<file path="config.mk">
export PLATFORM = sky130hd
export DESIGN_NAME = cpu_bus_arbiter
export DESIGN_NICKNAME = d
export VERILOG_FILES = /design/src/rtl/cpu_bus_arbiter.sv
export SDC_FILE = /design/constraint.sdc
export NUM_CORES = 1
export LEC_CHECK = 0
export CAP_MARGIN = 5
export CORE_MARGIN = 2
export CORE_UTILIZATION = 38
export DETAILED_ROUTE_END_ITERATION = 8
export PLACE_DENSITY = 0.62
export SYNTH_ARGS = -nofsm -noshare
export SYNTH_HDL_FRONTEND = slang
export SYNTH_SLANG_ARGS = --single-unit
</file>
<file path="constraint.sdc">
create_clock -name clk -period 2.3 [get_ports clk]
set_clock_uncertainty 0.15 [all_clocks]
set_input_delay 0.46 -clock clk [delete_from_list [all_inputs] [get_ports clk]]
set_output_delay 0.46 -clock clk [all_outputs]
set_load 0.02 [all_outputs]
</file>
<file path="src/rtl/cpu_bus_arbiter.sv">
// Bus arbiter between the tv80s CPU and a secondary requester (DMA / test loader).
// The requester asks for the memory with a level request. The arbiter asks the
// CPU to release the bus with busrq_n and waits for busak_n. It then hands the
// memory mux to the requester. A cooldown period afterwards lets the CPU run
// before the next grant.
module cpu_bus_arbiter #(
    parameter int unsigned MAX_WAIT = 64,
    parameter int unsigned MAX_HOLD = 256,
    parameter int unsigned MIN_CPU  = 16
) (
    input  logic       clk,
    input  logic       reset_n,
    input  logic       dma_req,
    output logic       dma_gnt,
    output logic       busrq_n,
    input  logic       busak_n,
    output logic       bus_sel,
    output logic       forced_rel,
    output logic       timeout_err,
    output logic       proto_err,
    output logic [2:0] state
);

    // Keep every counter at least one bit wide, even for degenerate parameters.
    localparam int unsigned WaitW = (MAX_WAIT > 1) ? $clog2(MAX_WAIT) : 1;
    localparam int unsigned HoldW = (MAX_HOLD > 1) ? $clog2(MAX_HOLD) : 1;
    localparam int unsigned CoolW = (MIN_CPU > 1) ? $clog2(MIN_CPU) : 1;

    localparam logic [WaitW-1:0] WaitLast = WaitW'(MAX_WAIT - 1);
    localparam logic [HoldW-1:0] HoldLast = HoldW'(MAX_HOLD - 1);
    localparam logic [CoolW-1:0] CoolLast = CoolW'(MIN_CPU - 1);

    typedef enum logic [2:0] {
        StIdle     = 3'd0,
        StReq      = 3'd1,
        StGrant    = 3'd2,
        StRelease  = 3'd3,
        StCooldown = 3'd4
    } state_e;

    state_e           state_q, state_d;
    logic [WaitW-1:0] wait_cnt_q, wait_cnt_d;
    logic [HoldW-1:0] hold_cnt_q, hold_cnt_d;
    logic [CoolW-1:0] cool_cnt_q, cool_cnt_d;
    logic             busrq_n_q, busrq_n_d;
    logic             dma_gnt_q, dma_gnt_d;
    logic             bus_sel_q, bus_sel_d;
    logic             forced_rel_q, forced_rel_d;
    logic             timeout_err_q, timeout_err_d;
    logic             proto_err_q, proto_err_d;

    // Next-state, counter and sticky-flag logic.
    always_comb begin
        state_d       = state_q;
        wait_cnt_d    = wait_cnt_q;
        hold_cnt_d    = hold_cnt_q;
        cool_cnt_d    = cool_cnt_q;
        forced_rel_d  = 1'b0;
        timeout_err_d = timeout_err_q;
        proto_err_d   = proto_err_q;

        unique case (state_q)
            StIdle: begin
                if (dma_req) begin
                    state_d    = StReq;
                    wait_cnt_d = '0;
                end
            end
            StReq: begin
                // An acknowledge beats both a dropped request and the timeout.
                if (!busak_n) begin
                    state_d    = StGrant;
                    hold_cnt_d = '0;
                end else if (!dma_req) begin
                    state_d = StRelease;
                end else if (wait_cnt_q == WaitLast) begin
                    timeout_err_d = 1'b1;
                    state_d       = StRelease;
                end else if (wait_cnt_q != '1) begin
                    wait_cnt_d = wait_cnt_q + 1'b1;
                end
            end
            StGrant: begin
                // The CPU retaking the bus mid-grant is fatal to the grant: drop the mux at once.
                if (busak_n) begin
                    proto_err_d = 1'b1;
                    state_d     = StCooldown;
                    cool_cnt_d  = '0;
                end else if (!dma_req) begin
                    state_d = StRelease;
                end else if (hold_cnt_q == HoldLast) begin
                    forced_rel_d = 1'b1;
                    state_d      = StRelease;
                end else if (hold_cnt_q != '1) begin
                    hold_cnt_d = hold_cnt_q + 1'b1;
                end
            end
            StRelease: begin
                // Keep the requester on the mux until the CPU confirms it has the bus back.
                if (busak_n) begin
                    state_d    = StCooldown;
                    cool_cnt_d = '0;
                end
            end
            StCooldown: begin
                if (cool_cnt_q == CoolLast) begin
                    state_d = StIdle;
                end else if (cool_cnt_q != '1) begin
                    cool_cnt_d = cool_cnt_q + 1'b1;
                end
            end
            default: state_d = StIdle;
        endcase
    end

    // Output decode from the next state so that every output is a flop.
    always_comb begin
        busrq_n_d = 1'b1;
        dma_gnt_d = 1'b0;
        bus_sel_d = 1'b0;
        unique case (state_d)
            StReq: begin
                busrq_n_d = 1'b0;
            end
            StGrant: begin
                busrq_n_d = 1'b0;
                dma_gnt_d = 1'b1;
                bus_sel_d = 1'b1;
            end
            StRelease: begin
                bus_sel_d = 1'b1;
            end
            default: begin
                busrq_n_d = 1'b1;
            end
        endcase
    end

    // State and output registers with synchronous active-low reset.
    always_ff @(posedge clk) begin
        if (!reset_n) begin
            state_q       <= StIdle;
            wait_cnt_q    <= '0;
            hold_cnt_q    <= '0;
            cool_cnt_q    <= '0;
            busrq_n_q     <= 1'b1;
            dma_gnt_q     <= 1'b0;
            bus_sel_q     <= 1'b0;
            forced_rel_q  <= 1'b0;
            timeout_err_q <= 1'b0;
            proto_err_q   <= 1'b0;
        end else begin
            state_q       <= state_d;
            wait_cnt_q    <= wait_cnt_d;
            hold_cnt_q    <= hold_cnt_d;
            cool_cnt_q    <= cool_cnt_d;
            busrq_n_q     <= busrq_n_d;
            dma_gnt_q     <= dma_gnt_d;
            bus_sel_q     <= bus_sel_d;
            forced_rel_q  <= forced_rel_d;
            timeout_err_q <= timeout_err_d;
            proto_err_q   <= proto_err_d;
        end
    end

    assign busrq_n     = busrq_n_q;
    assign dma_gnt     = dma_gnt_q;
    assign bus_sel     = bus_sel_q;
    assign forced_rel  = forced_rel_q;
    assign timeout_err = timeout_err_q;
    assign proto_err   = proto_err_q;
    assign state       = state_q;

endmodule
</file>
==> summary.md, run 1 <==
| Metric | Value |
|---|---|
| Status | `finished, final reports clean` |
| Maxcap violations | `0` |
| Syn Nets | `157` |
| Detailed router's first-iteration violation count | `46` |
| Post-synthesis instance area | `1290 um2` |
| First-pass GRT wire length | `4.54 mm` |
| Die span in x | `62.2 um` |
| Largest net degree at the start of global routing | `15` |
| Row count | `21` |
| Post-CTS sizing | `0` |
| Post-route cell area | `1510 um2` |
| Max stage delay cell, worst path | `clkdlybuf4s50_1` |
| Synth area leaders | `dfxtp_1 42%, nor2_1 7.0%, xnor2_1 4.8%, xor2_1 3.4%, nand2_1 3.2%` |
| Crit path required time | `1690 ps` |
| Drt drc | `0` |
| P&R area growth vs syn | `17.6%` |
| PortBufs | `12` |
| Io pins | `13` |
| Post-synth EDFFs | `0` |
| Worst EP arrival | `1530 ps` |
| Ant diodes | `0` |
| Tot Pwr | `845 uW` |
| CTS clock-pin slew for the worst setup and hold paths | `140 ps` |
| Synth cell count leaders | `27 x dfxtp_1, 24 x nor2_1, 11 x nand2_1` |
| Placed instance area | `1490 um2` |
| Total iterations of the first detailed-routing run | `4` |
| Setup-failing EPs final | `0` |
| Worst Path Buf+Inv | `1` |
| Gr usage total | `14.4%` |
| Worst-Skew Late Latency | `320 ps` |
| Cts bufs inserted | `3` |
| Final min period | `2140 ps` |
| Die Ht | `62.2 um` |
| Pwr dens | `558 nW/um2` |
| Commonest register cell after synthesis | `dfxtp_1` |
| Core Box Area | `3280 um2` |
| Async set-or-reset flop fraction in the synthesized netlist | `0%` |
| CTS tree | `built` |
| Startpoint Class | `flip-flop` |
| Cell Chain, Critical Path | `clkdlybuf4s50_1` |
| RSZ-0062 raised after global routing | `no` |
| WL per Instance | `11.8 um` |
| Syn Inst Count | `150` |
| Final net count | `175` |
| Area leader, netlist | `dfxtp_1` |
| Setup TNS | `0 ps` |
| Endpoint class of the critical path | `output pin` |
| Peak supply drop | `0.304 mV` |
| Largest stage delay, worst path | `670 ps` |
| Setup CP Type | `reg -> out` |
| FMAX | `467 MHz` |
| Initial antenna violation count | `0` |
| Pins Over Slew Limit | `0` |
| CTS HTree Levels | `1` |
| Share of layout cells above drive strength 1 | `8.98%` |
| #FFs+latches synth | `27` |
| Initial core utilization | `39.2%` |
| Gp weighted congestion | `0.758` |
| Vias in the first global route | `1059` |
| Buffer count from post-CTS setup fixing | `0` |
| Hold Crit Class | `reg -> reg` |
| Yosys top cell area share | `42.0%` |
| Die area | `3870 um2` |
| DRT antenna net count | `0` |
| Max transition margin | `66.3%` |
| Vias per inst | `5.14` |
| Final hold vios | `0` |
| Dpl hpwl | `1.98 mm` |
| Grt ovf | `0` |
| Vias post-DR | `1094` |
| Longest Clk Path Bufs | `2` |
| Root Driver | `clkbuf_4` |
| Cell variety after synth | `38` |
| Pleak | `0.536 nW` |
| Seq/Total Area, Yosys | `42.0%` |
| Delay-heaviest family, CP | `buffers and inverters` |
| Crit Path Max Fanout | `12` |
| Most frequent cell after synthesis | `dfxtp_1` |
| Yosys warns | `0` |
| Routed WL | `2.52 mm` |
| Num Clock Sinks | `27` |
| Final Cycle Share | `93.2%` |
| Least-Margin Pin Slew | `506 ps` |
| # hold bufs at CTS | `0` |
| Avg Inst Size Synth | `8.58 um2` |
## path summary, 6_finish.rpt
| path | start | endpoint | slack (ps) | depth (start not counted) |
|---|---|---|---|---|
| min | cool_cnt_q[1] | cool_cnt_q[1] | 340 | 2 |
| min reg2reg | cool_cnt_q[1] | cool_cnt_q[1] | 340 | 2 |
| max reg2reg | state[1] | hold_cnt_q[5] | 320 | 5 |
| max | state[0] | state[0] | 160 | 1 |
## routing by layer
layer	vias to the layer above	routed length, um	global-route usage (%)
met5	-	0	0
met4	0	23	6.39
met3	2	60	2.90
met2	9	1190	24.7
met1	518	1240	17.4
li1	565	-	-
## per-stage QoR
stage,hold slack [ps],worst slack (ps),instances,utilization (%)
6_report,340,157,213,46.1
5_1_grt,370,75.5,213,46.1
4_1_cts,347,78.2,213,46.1
3_5_place_dp,314,93.1,209,45.3
3_3_place_gp,311,133,209,45.3
2_1_floorplan,299,445,150,-
## kinds of logic after synthesis
family	synth area share (%)
simple gates	29.9
compound gates	14.3
flops	42.0
xor+xnor	8.16
buf+inv	2.72
fa+ha+maj	2.92
## flip-flops by register name (all words and copies together), names as in the netlist, 3 cells and up
name / flops
hold_cnt_q: 8
wait_cnt_q: 6
cool_cnt_q: 4
state: 3
## cells in the final DEF (no fill, tap or decap), drive strengths merged, types with 5 or more instances in the layout
| cell type | Yosys | final |
|---|---|---|
| xor2 | 5 | 5 |
| o21ai | 8 | 8 |
| dfxtp | 27 | 27 |
| nand2 | 11 | 11 |
| xnor2 | 7 | 7 |
| buf | 4 | 6 |
| nor2b | 5 | 5 |
| nor3 | 5 | 5 |
| nor2 | 24 | 24 |
| clkdlybuf4s50 | 0 | 12 |
| a21oi | 8 | 8 |
| nand3 | 8 | 8 |
## report_power, final
group          total (mW)  internal, mW  switching [mW]
Clock               0.207        0.0679           0.140
Combinational       0.138        0.0593          0.0786
Sequential          0.500         0.483          0.0174
## cell type report
class,count,area [um2]
Inverter,3,11.3
Clock buffer,4,26.3
Sequential cell,27,542
Fill cell,338,1770
Multi-Input combinational cell,115,712
Timing Repair Buffer,18,165
Tap cell,46,57.6
Power figures use the tool's default switching activity.
==> run 2, diff against run 1 <==
MAX_ROUTING_LAYER = met4   (was default)
==> run 2 against run 1 <==
  * Critical path depth did not move
  * Worst setup slack about the same
  * Power about the same
  * Final cell count unchanged
  * Sequential power is essentially flat
  * Clock power hardly changed
==> summary.md, run 2 (synthesis results as in run 1) <==
| Metric | Value |
|---|---|
| WL per Instance | `11.8 um` |
| Detailed router's first-iteration violation count | `49` |
| CTS tree | `built` |
| Crit Path Max Fanout | `12` |
| Met2 Wirelength | `1.19 mm` |
| Max stage delay cell, worst path | `clkdlybuf4s50_1` |
| Flop pwr share | `59.1%` |
| FF-to-FF setup slack | `320 ps` |
| Num Clock Sinks | `27` |
| Worst EP arrival | `1530 ps` |
| Reg2reg path depth | `5` |
| Drt drc | `0` |
| Fillers | `338` |
| Hold Crit Class | `reg -> reg` |
| Setup TNS | `0 ps` |
| Multi-input logic area | `712 um2` |
| Grt ovf | `0` |
| Final min period | `2140 ps` |
| Initial antenna violation count | `0` |
| Share of layout cells above drive strength 1 | `8.98%` |
| Max Used Layer | `met4` |
| FMAX | `467 MHz` |
| Pleak | `0.536 nW` |
| Cts bufs inserted | `3` |
| Placed Instances | `209` |
| Core Box Area | `3280 um2` |
| Final net count | `175` |
| Endpoint class of the critical path | `output pin` |
| FF/Latch Area | `542 um2` |
| Peak supply drop | `0.304 mV` |
| Cell Chain, Critical Path | `clkdlybuf4s50_1` |
| Setup CP Type | `reg -> out` |
| Ant diodes | `0` |
| Dpl hpwl | `1.98 mm` |
| First-pass GRT wire length | `4.53 mm` |
| Setup-failing EPs final | `0` |
| Crit path required time | `1690 ps` |
| Cell-internal power | `610 uW` |
| Commonest non-fill, non-tap cells in the layout | `26 x dfxtp_1, 24 x nor2_1, 12 x clkdlybuf4s50_1` |
| Worst Path Buf+Inv | `1` |
| Total iterations of the first detailed-routing run | `4` |
| Initial core utilization | `39.2%` |
| Final hold vios | `0` |
| Final Cycle Share | `93.2%` |
| Hold path start | `cool_cnt_q[1]` |
| Root Driver | `clkbuf_4` |
| Clock power frac | `24.5%` |
| Die Ht | `62.2 um` |
| Hold Path Depth | `2` |
| Tot Pwr | `845 uW` |
| Max transition margin | `66.3%` |
| Vias per inst | `5.14` |
| RSZ-0062 raised after global routing | `no` |
| Reg-to-reg endpoint | `hold_cnt_q[5]` |
| Pins Over Slew Limit | `0` |
| Non-filler cells, final | `213` |
| PortBufs | `12` |
| Biggest register | `hold_cnt_q` |
| Maxcap violations | `0` |
| Largest regs | `hold_cnt_q (8), wait_cnt_q (6), cool_cnt_q (4)` |
| DRT antenna net count | `0` |
| Commonest non-fill, non-tap cell in the layout | `dfxtp_1` |
| Gr usage total | `14.8%` |
| Max reg flops | `8` |
| Worst-Skew Late Latency | `320 ps` |
| Largest stage delay, worst path | `670 ps` |
| CTS HTree Levels | `1` |
| Sw Pwr | `236 uW` |
| Longest Clk Path Bufs | `2` |
| Routed WL | `2.52 mm` |
| Met1 wire length | `1.25 mm` |
| Largest net degree at the start of global routing | `15` |
| Die span in x | `62.2 um` |
| Delay-heaviest family, CP | `buffers and inverters` |
| Final hold slack | `340 ps` |
| Pwr dens | `558 nW/um2` |
| Die area | `3870 um2` |
| Comb power frac | `16.3%` |
| Status | `finished, final reports clean` |
| DR WL met3 | `53 um` |
| Sw Ratio | `27.9%` |
| Startpoint Class | `flip-flop` |
| Vias in the first global route | `1059` |
| Gp weighted congestion | `0.768` |
| Vias post-DR | `1094` |
| WHS Endpoint | `cool_cnt_q[1]` |
| Reg2reg start | `state[1]` |
| Io pins | `13` |
| Row count | `21` |
| P&R area growth vs syn | `17.6%` |
| CTS clock-pin slew for the worst setup and hold paths | `140 ps` |
| Least-Margin Pin Slew | `506 ps` |
[run 2: power groups by stage]
stage	clock (mW)	combinational [mW]	sequential, mW
after global placement	0	0.137	0.510
after detailed placement	0	0.139	0.510
after floorplan	0	0.0836	0.513
after CTS	0.214	0.139	0.500
final	0.207	0.138	0.500
after global routing	0.230	0.154	0.504
[run 2: how the worst max path moves through the flow]
| stage | depth (start not counted) | endpoint | slack, ps | startpoint |
|---|---|---|---|---|
| 2_1_floorplan | 6 | hold_cnt_q[4] | 440 | state[0] |
| 3_3_place_gp | 6 | hold_cnt_q[7] | 130 | dma_req |
| 3_5_place_dp | 6 | hold_cnt_q[5] | 90 | dma_req |
| 4_1_cts | 1 | state[2] | 80 | state[2] |
| 5_1_grt | 1 | state[1] | 80 | state[1] |
| 6_report | 1 | state[0] | 160 | state[0] |
[run 2: layout make-up]
cell class / instances / share of cell area, %
well taps: 46 / 3.80
inverters: 3 / 0.744
clock buffers: 4 / 1.74
multi-input cells: 115 / 47.0
repair buffers: 18 / 10.9
flip-flops and latches: 27 / 35.8
[run 2: timing repair]
item	CTS	global route
hold buffers	0	0
setup endpoints to repair	0	1
endpoints found under the hold margin	0	0
setup buffers	0	0
resized for setup	0	1
[run 2: routing by layer]
metal / track usage, % / vias up
li1: - / 565
met1: 17.6 / 518
met2: 24.7 / 9
met3: 2.72 / 2
met4: 6.39 / 0
met5: - / -
[run 2: metrics by stage]
stage,area (um2),worst slack (ps),util (%)
after floorplan,1290,445,-
after global placement,1490,133,45.3
after detailed placement,1490,93.1,45.3
after CTS,1510,78.2,46.1
after global routing,1510,75.5,46.1
final,1510,156,46.1
